### src/rtl/gcd_operand_feeder.sv
`default_nettype none
// ============================================================================
// Module   : gcd_operand_feeder
// Brief    : Upstream stage for the RealGCD core. Buffers (a,b) operand pairs
//            in a small FIFO and issues them one at a time on the core's
//            io_in_* handshake, keeping at most one job outstanding. A job is
//            retired when the core raises io_out_valid.
// Config   : GCD_FEEDER_SWAP_EN - when defined, the issued pair is ordered so
//            the core always receives a >= b (unsigned). FIFO contents are
//            never modified either way.
// Revision : 1.0 - initial release
// ============================================================================
module gcd_operand_feeder #(
    parameter int WIDTH = 16,   // operand width, must match RealGCD
    parameter int DEPTH = 4,    // FIFO entries, power of 2, >= 2
    parameter int CNT_W = 16    // issued/completed counter width
) (
    input  logic                     clock,
    input  logic                     reset_n,
    // producer side
    input  logic                     io_enq_valid,
    output logic                     io_enq_ready,
    input  logic [WIDTH-1:0]         io_enq_bits_a,
    input  logic [WIDTH-1:0]         io_enq_bits_b,
    // RealGCD side
    output logic                     io_gcd_in_valid,
    input  logic                     io_gcd_in_ready,
    output logic [WIDTH-1:0]         io_gcd_in_bits_a,
    output logic [WIDTH-1:0]         io_gcd_in_bits_b,
    input  logic                     io_gcd_out_valid,
    // status
    output logic                     io_busy,
    output logic [$clog2(DEPTH):0]   io_count,
    output logic [CNT_W-1:0]         io_issued,
    output logic [CNT_W-1:0]         io_done_cnt
);

    localparam int                 c_PTR_W   = $clog2(DEPTH);
    // DEPTH is a power of two, so "full" is just the MSB of the occupancy
    localparam logic [c_PTR_W:0]   c_FULL    = {1'b1, {c_PTR_W{1'b0}}};
    localparam logic [c_PTR_W:0]   c_CNT_INC = {{c_PTR_W{1'b0}}, 1'b1};
    localparam logic [c_PTR_W-1:0] c_PTR_INC = {{(c_PTR_W-1){1'b0}}, 1'b1};
    localparam logic [CNT_W-1:0]   c_JOB_INC = {{(CNT_W-1){1'b0}}, 1'b1};

    typedef enum logic [1:0] {
        ST_IDLE  = 2'd0,
        ST_ISSUE = 2'd1,
        ST_WAIT  = 2'd2
    } state_t;

    state_t               state_q;
    logic [c_PTR_W-1:0]   wr_ptr_q;
    logic [c_PTR_W-1:0]   rd_ptr_q;
    logic [c_PTR_W:0]     count_q;
    logic [c_PTR_W:0]     count_d;
    logic [CNT_W-1:0]     issued_q;
    logic [CNT_W-1:0]     done_q;
    logic                 valid_q;
    logic                 busy_q;

    logic [WIDTH-1:0]     mem_a_q [DEPTH];
    logic [WIDTH-1:0]     mem_b_q [DEPTH];

    logic                 w_full;
    logic                 w_push;
    logic                 w_pop;
    logic [WIDTH-1:0]     w_head_a;
    logic [WIDTH-1:0]     w_head_b;

    // Ready reflects occupancy only; a same-cycle pop never frees the slot early.
    // Gated by reset so every output reads 0 while reset is held.
    assign w_full       = (count_q == c_FULL);
    assign io_enq_ready = reset_n & ~w_full;
    assign w_push       = io_enq_valid & io_enq_ready;
    // valid_q is high exactly while in ISSUE, so this is the issue handshake
    assign w_pop        = valid_q & io_gcd_in_ready;

    assign w_head_a     = mem_a_q[rd_ptr_q];
    assign w_head_b     = mem_b_q[rd_ptr_q];

    // Occupancy next-state: simultaneous push and pop leave it unchanged
    always_comb begin
        count_d = count_q;
        case ({w_push, w_pop})
            2'b10:   count_d = count_q + c_CNT_INC;
            2'b01:   count_d = count_q - c_CNT_INC;
            default: count_d = count_q;
        endcase
    end

    // FIFO storage: data only, no reset needed since contents are unobservable
    always_ff @(posedge clock) begin
        if (w_push) begin
            mem_a_q[wr_ptr_q] <= io_enq_bits_a;
            mem_b_q[wr_ptr_q] <= io_enq_bits_b;
        end
    end

    // Pointers, occupancy, job FSM with registered valid/busy, and job counters
    always_ff @(posedge clock or negedge reset_n) begin
        if (!reset_n) begin
            state_q  <= ST_IDLE;
            wr_ptr_q <= '0;
            rd_ptr_q <= '0;
            count_q  <= '0;
            issued_q <= '0;
            done_q   <= '0;
            valid_q  <= 1'b0;
            busy_q   <= 1'b0;
        end else begin
            if (w_push) wr_ptr_q <= wr_ptr_q + c_PTR_INC;
            if (w_pop)  rd_ptr_q <= rd_ptr_q + c_PTR_INC;
            count_q <= count_d;

            case (state_q)
                ST_IDLE: begin
                    if (count_q != '0) begin
                        state_q <= ST_ISSUE;
                        valid_q <= 1'b1;
                    end
                end
                ST_ISSUE: begin
                    if (io_gcd_in_ready) begin
                        state_q  <= ST_WAIT;
                        valid_q  <= 1'b0;
                        busy_q   <= 1'b1;
                        issued_q <= issued_q + c_JOB_INC;
                    end
                end
                ST_WAIT: begin
                    // completion always goes back through IDLE: one-cycle bubble
                    if (io_gcd_out_valid) begin
                        state_q <= ST_IDLE;
                        busy_q  <= 1'b0;
                        done_q  <= done_q + c_JOB_INC;
                    end
                end
                default: begin
                    state_q <= ST_IDLE;
                    valid_q <= 1'b0;
                    busy_q  <= 1'b0;
                end
            endcase
        end
    end

    // Operands to the core: FIFO head while issuing, zero otherwise
    always_comb begin
        io_gcd_in_bits_a = '0;
        io_gcd_in_bits_b = '0;
        if (valid_q) begin
`ifdef GCD_FEEDER_SWAP_EN
            if (w_head_a < w_head_b) begin
                io_gcd_in_bits_a = w_head_b;
                io_gcd_in_bits_b = w_head_a;
            end else begin
                io_gcd_in_bits_a = w_head_a;
                io_gcd_in_bits_b = w_head_b;
            end
`else
            io_gcd_in_bits_a = w_head_a;
            io_gcd_in_bits_b = w_head_b;
`endif
        end
    end

    assign io_gcd_in_valid = valid_q;
    assign io_busy         = busy_q;
    assign io_count        = count_q;
    assign io_issued       = issued_q;
    assign io_done_cnt     = done_q;

endmodule
`default_nettype wire

### config.mk
export PLATFORM = sky130hd
export DESIGN_NAME = gcd_operand_feeder
export DESIGN_NICKNAME = d
export VERILOG_FILES = /design/src/rtl/gcd_operand_feeder.sv
export SDC_FILE = /design/constraint.sdc
export NUM_CORES = 1
export LEC_CHECK = 0
export BUFFER_PORTS_ARGS = -buffer_cell sky130_fd_sc_hd__buf_2
export CAP_MARGIN = 20
export CORE_MARGIN = 5
export CORE_UTILIZATION = 55
export DETAILED_ROUTE_END_ITERATION = 7
export HOLD_SLACK_MARGIN = 0.15
export PLACE_DENSITY_LB_ADDON = 0.1
export REMOVE_ABC_BUFFERS = 1
export SLEW_MARGIN = 40
export SYNTH_ARGS = -nofsm -noshare
export SYNTH_HDL_FRONTEND = slang
export SYNTH_SLANG_ARGS = --single-unit
### constraint.sdc
create_clock -name clock -period 3.91 [get_ports clock]
set_clock_uncertainty 0.15 [all_clocks]
set_input_delay 0.1955 -clock clock [delete_from_list [all_inputs] [get_ports clock]]
set_output_delay 0.1955 -clock clock [all_outputs]
set_load 0.005 [all_outputs]
==> results of run 1 <==
==> repair_timing <==
item | 4_1_cts | 5_1_grt
hold buffers | 37 | 0
hold endpoints to repair | 188 | 0
resized for setup | 0 | 0
==> worst max-delay path by stage <==
stage | startpoint | end | slack, ps | depth (start not counted)
after floorplan | rd_ptr_q[0] | io_gcd_in_bits_a[0] | 1340 | 2
after global placement | rd_ptr_q[0] | io_gcd_in_bits_b[9] | 1460 | 4
after detailed placement | rd_ptr_q[0] | io_gcd_in_bits_b[6] | 1450 | 4
after CTS | rd_ptr_q[0] | io_gcd_in_bits_b[6] | 1000 | 4
after global routing | rd_ptr_q[0] | io_gcd_in_bits_a[7] | 850 | 4
final | rd_ptr_q[0] | io_gcd_in_bits_a[7] | 1070 | 4
==> layer usage <==
| layer | global-route usage, % | routed length [um] | vias to the layer above |
|---|---|---|---|
| li1 | - | - | 1734 |
| met1 | 22.9 | 5230 | 1828 |
| met2 | 29.8 | 6310 | 85 |
| met3 | 5.97 | 617 | 9 |
| met4 | 6.09 | 89 | 0 |
| met5 | 0 | 0 | - |
==> kinds of logic after synthesis <==
logic type      synth area share [%]
flops                           72.1
simple gates                    8.58
xor+xnor                        4.62
mux                             11.0
buf+inv                         1.49
fa+ha+maj                       1.58
compound gates                 0.605
==> cell type report <==
cell class                      instances  area, sq um  area share [%]
Sequential cell                       171         4920            58.2
Multi-Input combinational cell        184         1820            21.6
Timing Repair Buffer                  146          923            10.9
Clock buffer                           19          433            5.12
Tap cell                              168          210            2.49
Clock inverter                         13          104            1.23
Inverter                               10         37.5           0.444
==> cell usage in the layout, fill, tap and decap left out, types with 2 or more instances in the layout <==
cell / count
nor2_1: 8
mux4_2: 32
nor3_1: 2
clkbuf_16: 17
and4_1: 2
and2_1: 34
dfrtp_2: 2
and3_4: 4
ha_1: 7
dfrtp_1: 41
buf_2: 106
inv_1: 10
mux2_2: 2
buf_4: 3
nand2_1: 15
or2_2: 2
xor2_1: 11
edfxtp_1: 128
nand4_1: 7
clkinv_1: 3
dlygate4sd3_1: 37
clkinv_2: 3
and3_1: 4
xnor2_1: 25
clkinvlp_4: 4
nor2_2: 3
clkinv_4: 2
o21ai_0: 3
clkbuf_1: 2
nand3_1: 9
==> per-stage QoR <==
step / hold WS, ps / setup slack (ps) / total power [mW]
finish: 268 / 1070 / 5.35
global placement: 192 / 1460 / 3.83
floorplan: -250 / 1340 / 3.31
CTS: 278 / 1000 / 5.42
detailed placement: 197 / 1450 / 3.87
global route: 310 / 849 / 5.68
==> power breakdown <==
group	switching, mW	total (mW)	internal [mW]
combinational	0.561	1.34	0.778
clock	0.645	1.51	0.866
sequential	0.286	2.50	2.21
total	1.49	5.35	3.86
==> worst max-delay path, stage by stage, from the launching register on <==
cell	delay [ps]
dfrtp_2	840
buf_4	390
mux4_2	530
and2_1	180
buf_2	130
==> sequential cells by signal, summed over array words and instances, names as in the netlist <==
| signal | cells |
|---|---|
| io_busy | 1 |
| io_gcd_in_valid | 1 |
| mem_b_q | 64 |
| io_done_cnt | 16 |
| io_count | 3 |
| io_issued | 16 |
| state_q | 2 |
| rd_ptr_q | 2 |
| mem_a_q | 64 |
| wr_ptr_q | 2 |
==> flow_summary.ini, run 1 <==
[synthesis]
ys_top_cells_by_count = 128 x edfxtp_1, 43 x dfrtp_1, 34 x and2_1
synth_top_area_share_pct = 56.3
synth_ff_type = edfxtp_1
synth_area_sq_um = 6820
syn_inst = 378
yosys_warnings = 0
synth_cell_types = 36
synth-seq-cells = 171
yosysMostFrequentCell = edfxtp_1
synth_edf_count = 128
synthArstFlopShare_pct = 25.1
yosysTopAreaCell = edfxtp_1
avgSynthCellArea_sq_um = 18.1
ys_seq_area_share_pct = 72.1
ys_top_cells_by_area = edfxtp_1 56%, dfrtp_1 16%, mux4_2 11%

[layout]
stdcell_count = 711
fin_nets = 575
finalInstanceArea_sq_um = 8450
antenna_cells = 0
fillers = 844
syn2layout_area_growth_pct = 23.9
final_core_util_pct = 69.8
drive_gt1_share_pct = 34.1

[clock_tree]
clock_latency_ps = 420
cts_tree = yes
htreeDepth = 4
clock_sinks = 171
post-cts-setup-buffers = 0
cts_root_buf = clkbuf_16
cts_max_path_buffers = 2
path_clk_slew_ps = 60
cts_buffers = 17

[job]
max-cap-violations = 0

[detailed_routing]
dr_total_vias = 3656
drtIter0Drc = 173
wirelength_mm = 12.2
first_pass_iters = 4
drc = 0
antenna_left = 0
routedWlPerCell_um = 17.2
vias_per_cell = 5.14

[critical_path]
arrival_ps = 2490
end_kind = output pin
worst-r2r-cell-count = 10
r2r_start = io_count[1]
ff2ff_setup_slack_ps = 1580
cp-start-kind = register
crit_fanout = 22
reg2reg_to = io_count[2]
critical_path_required_ps = 3560
path_class = register to output pin

[floorplan]
die_y_um = 121
rows = 40
die-area_sq_um = 14700
core-area_sq_um = 12100
start_util_pct = 56.3
die_w_um = 121
ios = 107

[timing]
grt_setup_unrepaired = false
period_share_pct = 72.6
slew_violations = 0
setup_viol = 0
fin_tns_setup_ps = 0
hold_viol = 0
fmax_mhz = 352
worst_pin_slew_ps = 798
fin_crit_ps = 2840
relSlewSlack_pct = 46.8

[min_path]
hold_class = primary input to async pin

[power_and_ir_drop]
p_per_area_nw_per_um2 = 633
ir_worst_vdd_mv = 0.346
power.leakage_nw = 3.31

[grt]
grt_usage_pct = 18.1
antenna_found_initial = 0
grt_pass1_vias = 3920
grt_overflow = 0
grt_pass1_wl_mm = 20.0
grt_max_degree = 44

[placed_design]
gp_congestion = 0.766
postPlaceCellArea_sq_um = 7550
portBuffers = 106
hpwl_mm = 7.57
post-place-cells = 642

[outcome]
status = complete, no violations
(Power assumes the default switching activity.)
==> inputs of run 2 (changes only) <==
Clock period 3.91 ns to 2.8 ns, I/O delays scaled along.
==> run 2 against run 1 <==
Against the previous run:
- design area increased by 1.5%
- die area unchanged
- total power increased by 45%
- clock power increased by 52%
- register-to-register slack got worse by 1100 ps
- worst hold slack got worse by 53 ps
- via count increased by 1.5%
- sequential share of layout area decreased by 0.83 points
- non-clock buffer count increased by 7
- largest cell class unchanged
==> flow_summary.ini, run 2 (same netlist as run 1, synthesis figures left out) <==
[clock_tree]
postCtsResizedCells = 0
cts_hold_buf = 37
clock_sinks = 171
path_clk_slew_ps = 60
cts_root_buf = clkbuf_16
cts_max_path_buffers = 2
cts_tree = yes
post-cts-setup-buffers = 0
htreeDepth = 4
cts_buffers = 17
clock_latency_ps = 420

[outcome]
status = complete, no violations

[critical_path]
path_class = register to output pin
end_kind = output pin
ff2ff_setup_slack_ps = 510
reg2reg_to = io_count[2]
critical_path_required_ps = 2510
worst-r2r-cell-count = 10
crit_fanout = 15
r2r_start = io_count[0]
cp-start-kind = register
arrival_ps = 2160

[detailed_routing]
first_pass_iters = 4
vias_per_cell = 5.17
dr_total_vias = 3712
drtIter0Drc = 193
routedWlPerCell_um = 17.6
drc = 0
antenna_left = 0
wirelength_mm = 12.6

[timing]
period_share_pct = 87.4
holdWs_ps = 215
slew_violations = 0
grt_setup_unrepaired = false
fin_tns_setup_ps = 0
relSlewSlack_pct = 62.3
fmax_mhz = 409
hold_viol = 0
worst_pin_slew_ps = 562
fin_crit_ps = 2450
setup_viol = 0

[grt]
grt_pass1_vias = 4012
grt_overflow = 0
grt_pass1_wl_mm = 20.4
grt_usage_pct = 18.4
grt_max_degree = 44
antenna_found_initial = 0

[placed_design]
post-place-cells = 649
postPlaceCellArea_sq_um = 7620
portBuffers = 106
gp_congestion = 0.765
hpwl_mm = 8.07

[floorplan]
die_w_um = 121
start_util_pct = 56.3
rows = 40
ios = 107
die-area_sq_um = 14700
core-area_sq_um = 12100
die_y_um = 121

[min_path]
hold_class = primary input to async pin

[layout]
fin_nets = 582
stdcell_count = 718
syn2layout_area_growth_pct = 25.7
drive_gt1_share_pct = 35.1
top_regs = mem_a_q x64, mem_b_q x64
finalInstanceArea_sq_um = 8580
antenna_cells = 0
final_cell_mix = 128 x edfxtp_1, 106 x buf_2, 41 x dfrtp_1, 37 x dlygate4sd3_1, 34 x and2_1
layout_commonest_cell = edfxtp_1

[power_and_ir_drop]
power.leakage_nw = 3.40
ir_worst_vdd_mv = 0.507
p_per_area_nw_per_um2 = 903

[job]
max-cap-violations = 0
run 2: layer usage:
| metal | track usage, % | share of wire [%] |
|---|---|---|
| met1 | 22.8 | 42 |
| met2 | 31.3 | 52 |
| met3 | 5.03 | 4.7 |
| met4 | 6.72 | 1.6 |
| met5 | 0 | 0 |
run 2: worst max-delay path by stage:
stage	from	end	slack, ps	cells past startpoint
5_1_grt	rd_ptr_q[0]	io_gcd_in_bits_a[15]	200	4
3_5_place_dp	io_count[1]	io_count[2]	530	10
4_1_cts	rd_ptr_q[0]	io_gcd_in_bits_a[15]	280	4
2_1_floorplan	rd_ptr_q[0]	io_gcd_in_bits_a[0]	290	2
6_report	rd_ptr_q[0]	io_gcd_in_bits_b[15]	350	4
3_3_place_gp	io_count[1]	io_count[2]	620	10
run 2: worst max-delay path, stage by stage, from the launching register on:
cell	delay (ps)
dfrtp_2	670
buf_4	280
mux4_2	510
and2_1	160
buf_2	120
run 2: final cells by class:
type                    instances  area [sq um]
inverters                      10          37.5
repair buffers                153          1010
multi-input cells             184          1810
flip-flops and latches        171          4920
clock buffers                  19           433
well taps                     168           210
fillers                       837          3540
clock inverters                13           151
run 2: where the power goes:
| part | switching (mW) | leakage, nW | internal (mW) | total (mW) |
|---|---|---|---|---|
| Clock | 0.909 | 0.286 | 1.39 | 2.30 |
| Sequential | 0.323 | 1.71 | 3.09 | 3.41 |
| Combinational | 0.885 | 1.40 | 1.14 | 2.03 |
run 2: metrics by stage:
stage / setup WS [ps] / util, % / power, mW
final: 352 / 70.8 / 7.74
after global routing: 197 / 70.8 / 8.20
after CTS: 276 / 70.8 / 7.87
after detailed placement: 528 / 62.9 / 5.51
after global placement: 617 / 62.9 / 5.45
after floorplan: 287 / - / 4.62
==> inputs of run 3 (changes only) <==
Settings changed: CORE_UTILIZATION 55 to 51, PLACE_DENSITY set to 0.77, PLACE_DENSITY_LB_ADDON 0.1 to unset.
Clock period 2.8 ns to 2.1 ns, I/O delays scaled along.
==> run 3 against run 2 <==
Against the previous run:
- the run now ends with setup timing left
- die area increased by 7.2%
- critical path depth increased by 1
- first-iteration DRC count increased by 3.1%
- routed wire length increased by 13%
- flip-flop and latch count unchanged
- core utilization decreased by 2.9 points
- global-route usage increased by 0.52 points
- via count increased by 6.4%
- combinational power increased by 85%
- sequential share of layout area decreased by 2.5 points
- total power increased by 46%
- setup slack got worse by 440 ps
- largest power group unchanged
- highest routed layer unchanged
==> flow_summary.ini, run 3 (same netlist as run 1, synthesis figures left out) <==
[layout]
layout_commonest_cell = edfxtp_1
top_regs = mem_a_q x64, mem_b_q x64
regArea_sq_um = 4920
final_core_util_pct = 67.9
drive_gt1_share_pct = 41.1
syn2layout_area_growth_pct = 31.3
fillers = 879
antenna_cells = 0
fin_nets = 600
final_cell_mix = 128 x edfxtp_1, 91 x buf_2, 42 x dfrtp_1, 37 x dlygate4sd3_1, 32 x mux4_2
multi_input_area_sq_um = 1860

[clock_tree]
cts_tree = yes
cts_max_path_buffers = 2
cts_root_buf = clkbuf_16
path_clk_slew_ps = 70
htreeDepth = 4
cts_buffers = 17
clock_sinks = 171
clock_latency_ps = 420

[floorplan]
die_y_um = 126
die_w_um = 126
rows = 42
core-area_sq_um = 13200
ios = 107
start_util_pct = 51.7
die-area_sq_um = 15800

[detailed_routing]
routedWlPerCell_um = 19.2
first_pass_iters = 4
vias_per_cell = 5.32
antenna_left = 0
dr_total_vias = 3951
drc = 0
drtIter0Drc = 199
wirelength_mm = 14.3

[critical_path]
crit_fanout = 6
critical_path_required_ps = 1850
cp-start-kind = register
path_class = register to output pin
end_kind = output pin
arrival_ps = 1930
worst-r2r-cell-count = 10

[power_and_ir_drop]
pwr-share-seq_pct = 39.1
p_switching_mw = 3.13
p_per_area_nw_per_um2 = 1260
comb_power_share_pct = 33.2
power.leakage_nw = 3.57
power.total_mw = 11.3
power_frac_clock_pct = 27.7
ir_worst_vdd_mv = 0.741
swShare_pct = 27.7
p_int_mw = 8.16

[timing]
setup_slack_ps = -85.5
relSlewSlack_pct = 64.4
slew_violations = 0
hold_viol = 0
grt_setup_unrepaired = true
fmax_mhz = 458
worst_pin_slew_ps = 535
period_share_pct = 104
fin_crit_ps = 2190
setup_viol = 20

[outcome]
status = complete, but fails checks
violations = setup timing

[min_path]
hold_class = primary input to async pin

[placed_design]
gp_congestion = 0.816
portBuffers = 106
hpwl_mm = 8.52

[job]
max-cap-violations = 0

[grt]
grt_pass1_vias = 4300
antenna_found_initial = 0
grt_pass1_wl_mm = 23.0
grt_overflow = 0
grt_max_degree = 44
grt_usage_pct = 19.0
run 3: cell types whose count changed in the layout (fill, tap and decap cells not counted), sizes merged:
cell and change:
buf +18, clkinv -5, inv +4, clkbuf -2
clkinvlp +2
run 3: final cells by class:
cell class                 count  area share, %
clock buffer                  17           4.75
clock inverter                14           1.89
inverter                      10          0.419
multi-input combinational    184           20.7
sequential                   171           54.9
tap                          176           2.46
timing repair buffer         171           14.9
run 3: what timing repair did:
item / 4_1_cts / 5_1_grt
gates cloned: 3 / 0
endpoints found under the hold margin: 210 / 0
hold buffers: 37 / 0
setup endpoints to repair: 33 / 33
gates resized for setup: 29 / 18
setup buffers: 6 / 3
pin swaps: 1 / 3
run 3: layer usage:
metal / vias to the layer above / routed length, um / GRT usage [%]
li1: 1784 / - / -
met1: 2024 / 5810 / 23.1
met2: 126 / 7570 / 32.8
met3: 17 / 680 / 4.91
met4: 0 / 201 / 6.95
met5: - / 0 / 0
run 3: power by group through the flow:
stage / sequential [mW] / clock (mW) / combinational, mW
global placement: 4.43 / 0 / 2.94
detailed placement: 4.46 / 0 / 3.01
CTS: 4.40 / 3.18 / 3.71
global route: 4.47 / 3.34 / 4.08
floorplan: 4.69 / 0 / 1.48
finish: 4.42 / 3.13 / 3.75
run 3: worst max-delay path, cell delays in order (launching register included):
cell	delay [ps]
dfrtp_2	420
buf_6	150
buf_16	140
mux4_2	520
and2_4	180
buf_6	110
run 3: worst paths after layout:
kind                              startpoint             endpoint  slack, ps
setup / recovery                 rd_ptr_q[0]  io_gcd_in_bits_a[9]        -90
hold / removal                       reset_n       io_done_cnt[4]        180
setup reg to reg                 io_count[1]          io_count[2]         90
hold reg to reg                io_issued[15]        io_issued[15]        330
max in group asynchronous            reset_n          rd_ptr_q[0]       1220
min in group clock         io_enq_bits_b[13]       mem_b_q[2][13]        290
run 3: metrics by stage:
step	cell area (sq um)	instances	setup WS [ps]	hold slack, ps	setup TNS, ps
2_1_floorplan	6760	365	-378	-341	-29520
3_3_place_gp	7730	666	124	89.0	0
3_5_place_dp	7730	666	-2.51	105	-2.51
4_1_cts	8930	743	-79.7	181	-1930
5_1_grt	8960	743	-160	240	-3490
6_report	8960	743	-85.5	180	-1020
